### config.mk
export PLATFORM = sky130hd
export DESIGN_NAME = pipe_ctrl_stage
export DESIGN_NICKNAME = d
export VERILOG_FILES = /design/src/rtl/pipe_pkg.sv /design/src/rtl/pipe_reg_entry.sv /design/src/rtl/pipe_ctrl_stage.sv
export SDC_FILE = /design/constraint.sdc
export NUM_CORES = 1
export LEC_CHECK = 0
export BUFFER_PORTS_ARGS = -buffer_cell sky130_fd_sc_hd__buf_2
export CAP_MARGIN = 30
export CORE_MARGIN = 4
export CORE_UTILIZATION = 40
export CTS_CLUSTER_DIAMETER = 80
export DETAILED_ROUTE_END_ITERATION = 6
export PLACE_DENSITY = 0.74
export SYNTH_ARGS = -nofsm -noshare
export SYNTH_HDL_FRONTEND = slang
export SYNTH_HIERARCHICAL = 1
export SYNTH_SLANG_ARGS = --single-unit
### constraint.sdc
create_clock -name clk_i -period 2.9 [get_ports clk_i]
set_clock_uncertainty 0.2 [all_clocks]
set_input_delay 0.145 -clock clk_i [delete_from_list [all_inputs] [get_ports clk_i]]
set_output_delay 0.145 -clock clk_i [all_outputs]
set_load 0.1 [all_outputs]
### src/rtl/pipe_pkg.sv
// Shared constants for the CPU pipeline-stage registers.
// Control-bundle bit positions, default widths and occupancy encodings.
package pipe_pkg;

    localparam int CTRL_REGWRITE = 0;
    localparam int CTRL_MEMTOREG = 1;
    localparam int CTRL_MEMWRITE = 2;
    localparam int CTRL_MEMREAD  = 3;
    localparam int CTRL_ALUSRC   = 4;
    localparam int CTRL_REGDST   = 5;
    localparam int CTRL_ALUOP_LO = 6;
    localparam int CTRL_ALUOP_W  = 2;

    localparam int CTRL_W_DEF = 8;

    localparam logic [1:0] OCC_EMPTY = 2'd0;
    localparam logic [1:0] OCC_ONE   = 2'd1;
    localparam logic [1:0] OCC_TWO   = 2'd2;

endpackage

### src/rtl/pipe_reg_entry.sv
// One pipeline entry: valid bit, control and data payload; clear has priority over load.
// Clearing drops valid and zeroes control (bubble) while the data payload is kept.
module pipe_reg_entry
    import pipe_pkg::*;
#(
    parameter int CTRL_W = CTRL_W_DEF,
    parameter int PAY_W  = 96
) (
    input  logic              clk_i,
    input  logic              rst_i,
    input  logic              load_i,
    input  logic              clr_i,
    input  logic [CTRL_W-1:0] ctrl_i,
    input  logic [PAY_W-1:0]  data_i,
    output logic              valid_o,
    output logic [CTRL_W-1:0] ctrl_o,
    output logic [PAY_W-1:0]  data_o
);

    logic              valid_q, valid_d;
    logic [CTRL_W-1:0] ctrl_q,  ctrl_d;
    logic [PAY_W-1:0]  data_q,  data_d;

    always_comb begin
        valid_d = valid_q;
        ctrl_d  = ctrl_q;
        data_d  = data_q;
        if (clr_i) begin
            valid_d = 1'b0;
            ctrl_d  = '0;
        end else if (load_i) begin
            valid_d = 1'b1;
            ctrl_d  = ctrl_i;
            data_d  = data_i;
        end
    end

    always_ff @(posedge clk_i or negedge rst_i) begin
        if (!rst_i) begin
            valid_q <= 1'b0;
            ctrl_q  <= '0;
            data_q  <= '0;
        end else begin
            valid_q <= valid_d;
            ctrl_q  <= ctrl_d;
            data_q  <= data_d;
        end
    end

    assign valid_o = valid_q;
    assign ctrl_o  = ctrl_q;
    assign data_o  = data_q;

endmodule

### src/rtl/pipe_ctrl_stage.sv
// Pipeline-stage register with valid/ready, flush-to-bubble and optional skid entry; 1-cycle latency.
// SKID=1: ready_o is registered (~skid valid); SKID=0: ready_o = ~valid_o | ready_i.
module pipe_ctrl_stage
    import pipe_pkg::*;
#(
    parameter int CTRL_W = CTRL_W_DEF,
    parameter int DATA_W = 32,
    parameter int DATA_N = 3,
    parameter int SKID   = 1,
    parameter int CNT_W  = 16
) (
    input  logic                     clk_i,
    input  logic                     rst_i,
    input  logic                     flush_i,
    input  logic                     valid_i,
    output logic                     ready_o,
    input  logic [CTRL_W-1:0]        ctrl_i,
    input  logic [DATA_N*DATA_W-1:0] data_i,
    output logic                     valid_o,
    input  logic                     ready_i,
    output logic [CTRL_W-1:0]        ctrl_o,
    output logic [DATA_N*DATA_W-1:0] data_o,
    output logic [1:0]               occ_o,
    output logic [CNT_W-1:0]         stall_cnt_o
);

    localparam int PAY_W = DATA_N * DATA_W;
    localparam logic [CNT_W-1:0] CNT_MAX = {CNT_W{1'b1}};

    logic              main_vld, skid_vld;
    logic [CTRL_W-1:0] main_ctrl, skid_ctrl;
    logic [PAY_W-1:0]  main_data, skid_data;

    logic              in_fire, out_fire;
    logic              main_load, main_clr, main_from_skid;
    logic              skid_load, skid_clr;
    logic [CTRL_W-1:0] main_ctrl_in;
    logic [PAY_W-1:0]  main_data_in;

    logic [CNT_W-1:0]  stall_q, stall_d;

    assign in_fire  = valid_i & ready_o;
    assign out_fire = main_vld & ready_i;

    // Flush outranks every handshake transition; an occupied skid always drains into main first.
    always_comb begin
        main_load      = 1'b0;
        main_clr       = 1'b0;
        main_from_skid = 1'b0;
        skid_load      = 1'b0;
        skid_clr       = 1'b0;
        if (flush_i) begin
            main_clr = 1'b1;
            skid_clr = 1'b1;
        end else if (skid_vld) begin
            if (out_fire) begin
                main_load      = 1'b1;
                main_from_skid = 1'b1;
                skid_clr       = 1'b1;
            end
        end else if (main_vld) begin
            case ({in_fire, out_fire})
                2'b11:   main_load = 1'b1;
                2'b10:   skid_load = 1'b1;
                2'b01:   main_clr  = 1'b1;
                default: ;
            endcase
        end else if (in_fire) begin
            main_load = 1'b1;
        end
    end

    assign main_ctrl_in = main_from_skid ? skid_ctrl : ctrl_i;
    assign main_data_in = main_from_skid ? skid_data : data_i;

    pipe_reg_entry #(.CTRL_W(CTRL_W), .PAY_W(PAY_W)) u_main (
        .clk_i   (clk_i),
        .rst_i   (rst_i),
        .load_i  (main_load),
        .clr_i   (main_clr),
        .ctrl_i  (main_ctrl_in),
        .data_i  (main_data_in),
        .valid_o (main_vld),
        .ctrl_o  (main_ctrl),
        .data_o  (main_data)
    );

    generate
        if (SKID != 0) begin : g_skid
            pipe_reg_entry #(.CTRL_W(CTRL_W), .PAY_W(PAY_W)) u_skid (
                .clk_i   (clk_i),
                .rst_i   (rst_i),
                .load_i  (skid_load),
                .clr_i   (skid_clr),
                .ctrl_i  (ctrl_i),
                .data_i  (data_i),
                .valid_o (skid_vld),
                .ctrl_o  (skid_ctrl),
                .data_o  (skid_data)
            );
            assign ready_o = ~skid_vld;
        end else begin : g_noskid
            assign skid_vld  = 1'b0;
            assign skid_ctrl = '0;
            assign skid_data = '0;
            assign ready_o   = ~main_vld | ready_i;
        end
    endgenerate

    always_comb begin
        stall_d = stall_q;
        if (main_vld && !ready_i && (stall_q != CNT_MAX)) begin
            stall_d = stall_q + 1'b1;
        end
    end

    always_ff @(posedge clk_i or negedge rst_i) begin
        if (!rst_i) begin
            stall_q <= '0;
        end else begin
            stall_q <= stall_d;
        end
    end

    always_comb begin
        occ_o = OCC_EMPTY;
        if (skid_vld) begin
            occ_o = OCC_TWO;
        end else if (main_vld) begin
            occ_o = OCC_ONE;
        end
    end

    assign valid_o     = main_vld;
    assign ctrl_o      = main_ctrl;
    assign data_o      = main_data;
    assign stall_cnt_o = stall_q;

endmodule

==> impl_metrics.csv <==
group,metric,value,unit
critical_path,max_stage_delay,510,ps
routing,dr.pass1.iters,4,
logic_synthesis,synth_area_leaders,"dfrtp_1, mux2_2, mux2_4",
logic_synthesis,syn_nets,773,
cells_and_area,area_delta_synth_final,31.40,%
pwr,leakage,0.006551,uW
critical_path,crit_path_end_kind,"flip-flop",
critical_path,cpLargestDelayFamily,"flip-flops",
critical_path,path_max_fanout,55,
sta,rsz0062_at_grt,"no",
routing,vias,6639,
sta,drv_slew,0,
cells_and_area,final_cell_mix,"buf_2, dfrtp_1, mux2_2, dlygate4sd3_1, mux2_4",
cells_and_area,diodes,0,
clock_tree,htreeDepth,1,
run,drv_cap,0,
critical_path,critical_path_required,3110,ps
sta,hold_viol_final,4,
critical_path,crit_buf_inv,1,
clock_tree,clock_path_buffers,3,
critical_path,cp_common_cell,"nor2b_4",
clock_tree,cts.clk_slew.worst_paths,60,ps
pwr,ir_drop,0.0008588,V
sta,worst_slew_pin_slew,622.9,ps
cells_and_area,post-route-util,0.5397,
place,io_buffers,232,
floorplan,start_util,0.4107,
cells_and_area,final_common_cell,"buf_2",
floorplan,coreArea,0.02547,sq mm
grt,antenna_found_initial,0,
min_path,hold_class,"primary input to asynchronous set/reset pin",
routing,drtIter0Drc,380,
run_status,status,"finished with violations",
logic_synthesis,yosys.area.top_type_share,0.5405,
logic_synthesis,ys_seq_elements,226,
grt,first_global_vias,7416,
critical_path,crit_chain,"nor2b_4 > a31o_2 > nor2b_4 > buf_12 > mux2_2",
clock_tree,cts-root-buf,"clkbuf_16",
logic_synthesis,synth_top_flop_cell,"dfrtp_1",
floorplan,die_w,169.7,microns
cells_and_area,layout-drive-gt1-share,0.5828,
floorplan,rows,58,
grt,grt_usage,0.1641,
cells_and_area,fin_nets,1113,
logic_synthesis,netlist_area,0.01046,sq mm
routing,route.detailed.wl_per_inst,17.71,microns
floorplan,fp.dieArea,0.02881,sq mm
sta,setup_tns,0,ps
sta,worst_hold_slack,-8.325,ps
sta,max-slew-margin-rel,0.5816,
logic_synthesis,synth_edf_count,0,
routing,drc,0,
pwr,finalPower,11560,uW
sta,fin_ws,617.0,ps
cells_and_area,fillCellCount,2004,
critical_path,r2r_start,"u_main/valid_o$_DFFE_PN0P_",
place,dpl.hpwl,14880,microns
clock_tree,cts_tree,"built",
place,gp_congestion,0.8466,
critical_path,r2r_slack,620,ps
critical_path,startpoint_type,"flip-flop",
grt,overflow,0,
grt,grt_pass1_wl,39340,microns
logic_synthesis,syn_area_per_cell,15.78,sq um
critical_path,critPathKind,"flip-flop to flip-flop",
sta,fmax,0.4380,GHz
logic_synthesis,synth-async-reset-ratio,1.000,
run_status,violations,"hold timing",
sta,period_needed,2283,ps
floorplan,die_h,169.7,microns
sta,fin_crit_sh,0.7872,
logic_synthesis,yosys.cell_types.count,35,
clock_tree,cts.sinks,226,
floorplan,ios,233,
pwr,cellPowerDensity,841.1,mW/mm^2
critical_path,r2r_cells,5,
critical_path,r2r_end,"u_main/data_o[27]$_DFFE_PN0P_",
place,dp_slack,602.7,ps
logic_synthesis,syn_inst,663,
clock_tree,cts_inserted_buffers,27,
clock_tree,post_cts_resize_count,0,
critical_path,cp.arrival,2490,ps
routing,drt.antenna.violating_nets,0,
routing,postRouteWirelength,23930,microns
critical_path,crit_path_top_delay_cell,"dfrtp_4",
grt,grt_max_degree,72,
clock_tree,insertion_delay,520,ps
routing,viasPerCell,4.914,
logic_synthesis,yosysWarnings,6,
logic_synthesis,synth_area_leader_cell,"dfrtp_1",
logic_synthesis,yosysSeqAreaShare,0.5405,
sta,setup_violations,0,
## cells by family after synthesis
kind of cell,after synthesis,synth area share
AO/OA/AOI/OAI,1,0.0008373
XOR/XNOR,15,0.01256
adder cells (fa/ha/maj),1,0.001196
buffers and inverters,43,0.04341
flip-flops,226,0.5405
multiplexers,314,0.3650
AND/OR/NAND/NOR,63,0.03648
## worst max path at each step
stage / from / end / slack, ps / cells after the start
after floorplan: u_main/valid_o$_DFFE_PN0P_ / g_skid.u_skid/data_o[55]$_DFFE_PN0P_ / 5 / 8
after CTS: u_main/valid_o$_DFFE_PN0P_ / u_main/data_o[27]$_DFFE_PN0P_ / 600 / 5
after global placement: u_main/valid_o$_DFFE_PN0P_ / u_main/data_o[6]$_DFFE_PN0P_ / 630 / 5
after global routing: g_skid.u_skid/valid_o$_DFFE_PN0P_ / u_main/data_o[69]$_DFFE_PN0P_ / 520 / 5
after detailed placement: u_main/valid_o$_DFFE_PN0P_ / u_main/data_o[27]$_DFFE_PN0P_ / 600 / 5
final: u_main/valid_o$_DFFE_PN0P_ / u_main/data_o[27]$_DFFE_PN0P_ / 620 / 5
## sequential cells by signal, summed over array words and instances, names as in the netlist
signal	cells
g_skid.u_skid/valid_o	1
g_skid.u_skid/data_o	96
stall_cnt_o	16
u_main/data_o	96
u_main/ctrl_o	8
g_skid.u_skid/ctrl_o	8
u_main/valid_o	1
## per-layer routing
layer / track usage / routed length, microns
met4: 0.03570 / 552
met3: 0.04589 / 1757
met1: 0.2106 / 10170
met2: 0.2786 / 11450
met5: 0 / 0
## metrics by stage
| stage | cell area (sq um) | std cells |
|---|---|---|
| floorplan | 10490 | 663 |
| global placement | 11830 | 1197 |
| detailed placement | 11830 | 1197 |
| CTS | 13750 | 1351 |
| global route | 13750 | 1351 |
| finish | 13750 | 1351 |
## where the power goes
group	leakage (uW)	switching, uW	total [uW]	internal [uW]
Combinational	0.00328	3180	4240	1050
Sequential	0.00286	362	4120	3760
Clock	0.000416	1260	3200	1950
Total	0.00655	4800	11600	6760
## cell type report
cell class	count	area, sq um	share of cell area
Clock buffer	41	788.3	0.05734
Tap cell	330	412.9	0.03003
Clock inverter	6	61.31	0.004459
Multi-Input combinational cell	394	4383	0.3188
Inverter	3	11.26	0.0008191
Timing Repair Buffer	351	2432	0.1769
Sequential cell	226	5659	0.4116
## synth_stat cells (2+ instances only)
| library cell | number |
|---|---|
| mux2_2 | 216 |
| mux2_4 | 81 |
| nor3b_1 | 3 |
| buf_2 | 5 |
| buf_6 | 10 |
| nor4_1 | 3 |
| nand2_1 | 5 |
| mux2i_1 | 17 |
| clkbuf_1 | 2 |
| nor2b_4 | 2 |
| buf_12 | 10 |
| inv_1 | 3 |
| nand3_1 | 4 |
| nor4b_1 | 2 |
| nor3_1 | 5 |
| xor2_1 | 14 |
| nand4_1 | 4 |
| buf_4 | 13 |
| nor2_1 | 23 |
| dfrtp_1 | 226 |
## timing repair
action	4_1_cts	5_1_grt
endpoints found under the hold margin	439	0
hold buffers	107	0
buffers inserted	0	0
Note: power is estimated with default switching activity, not from simulation.
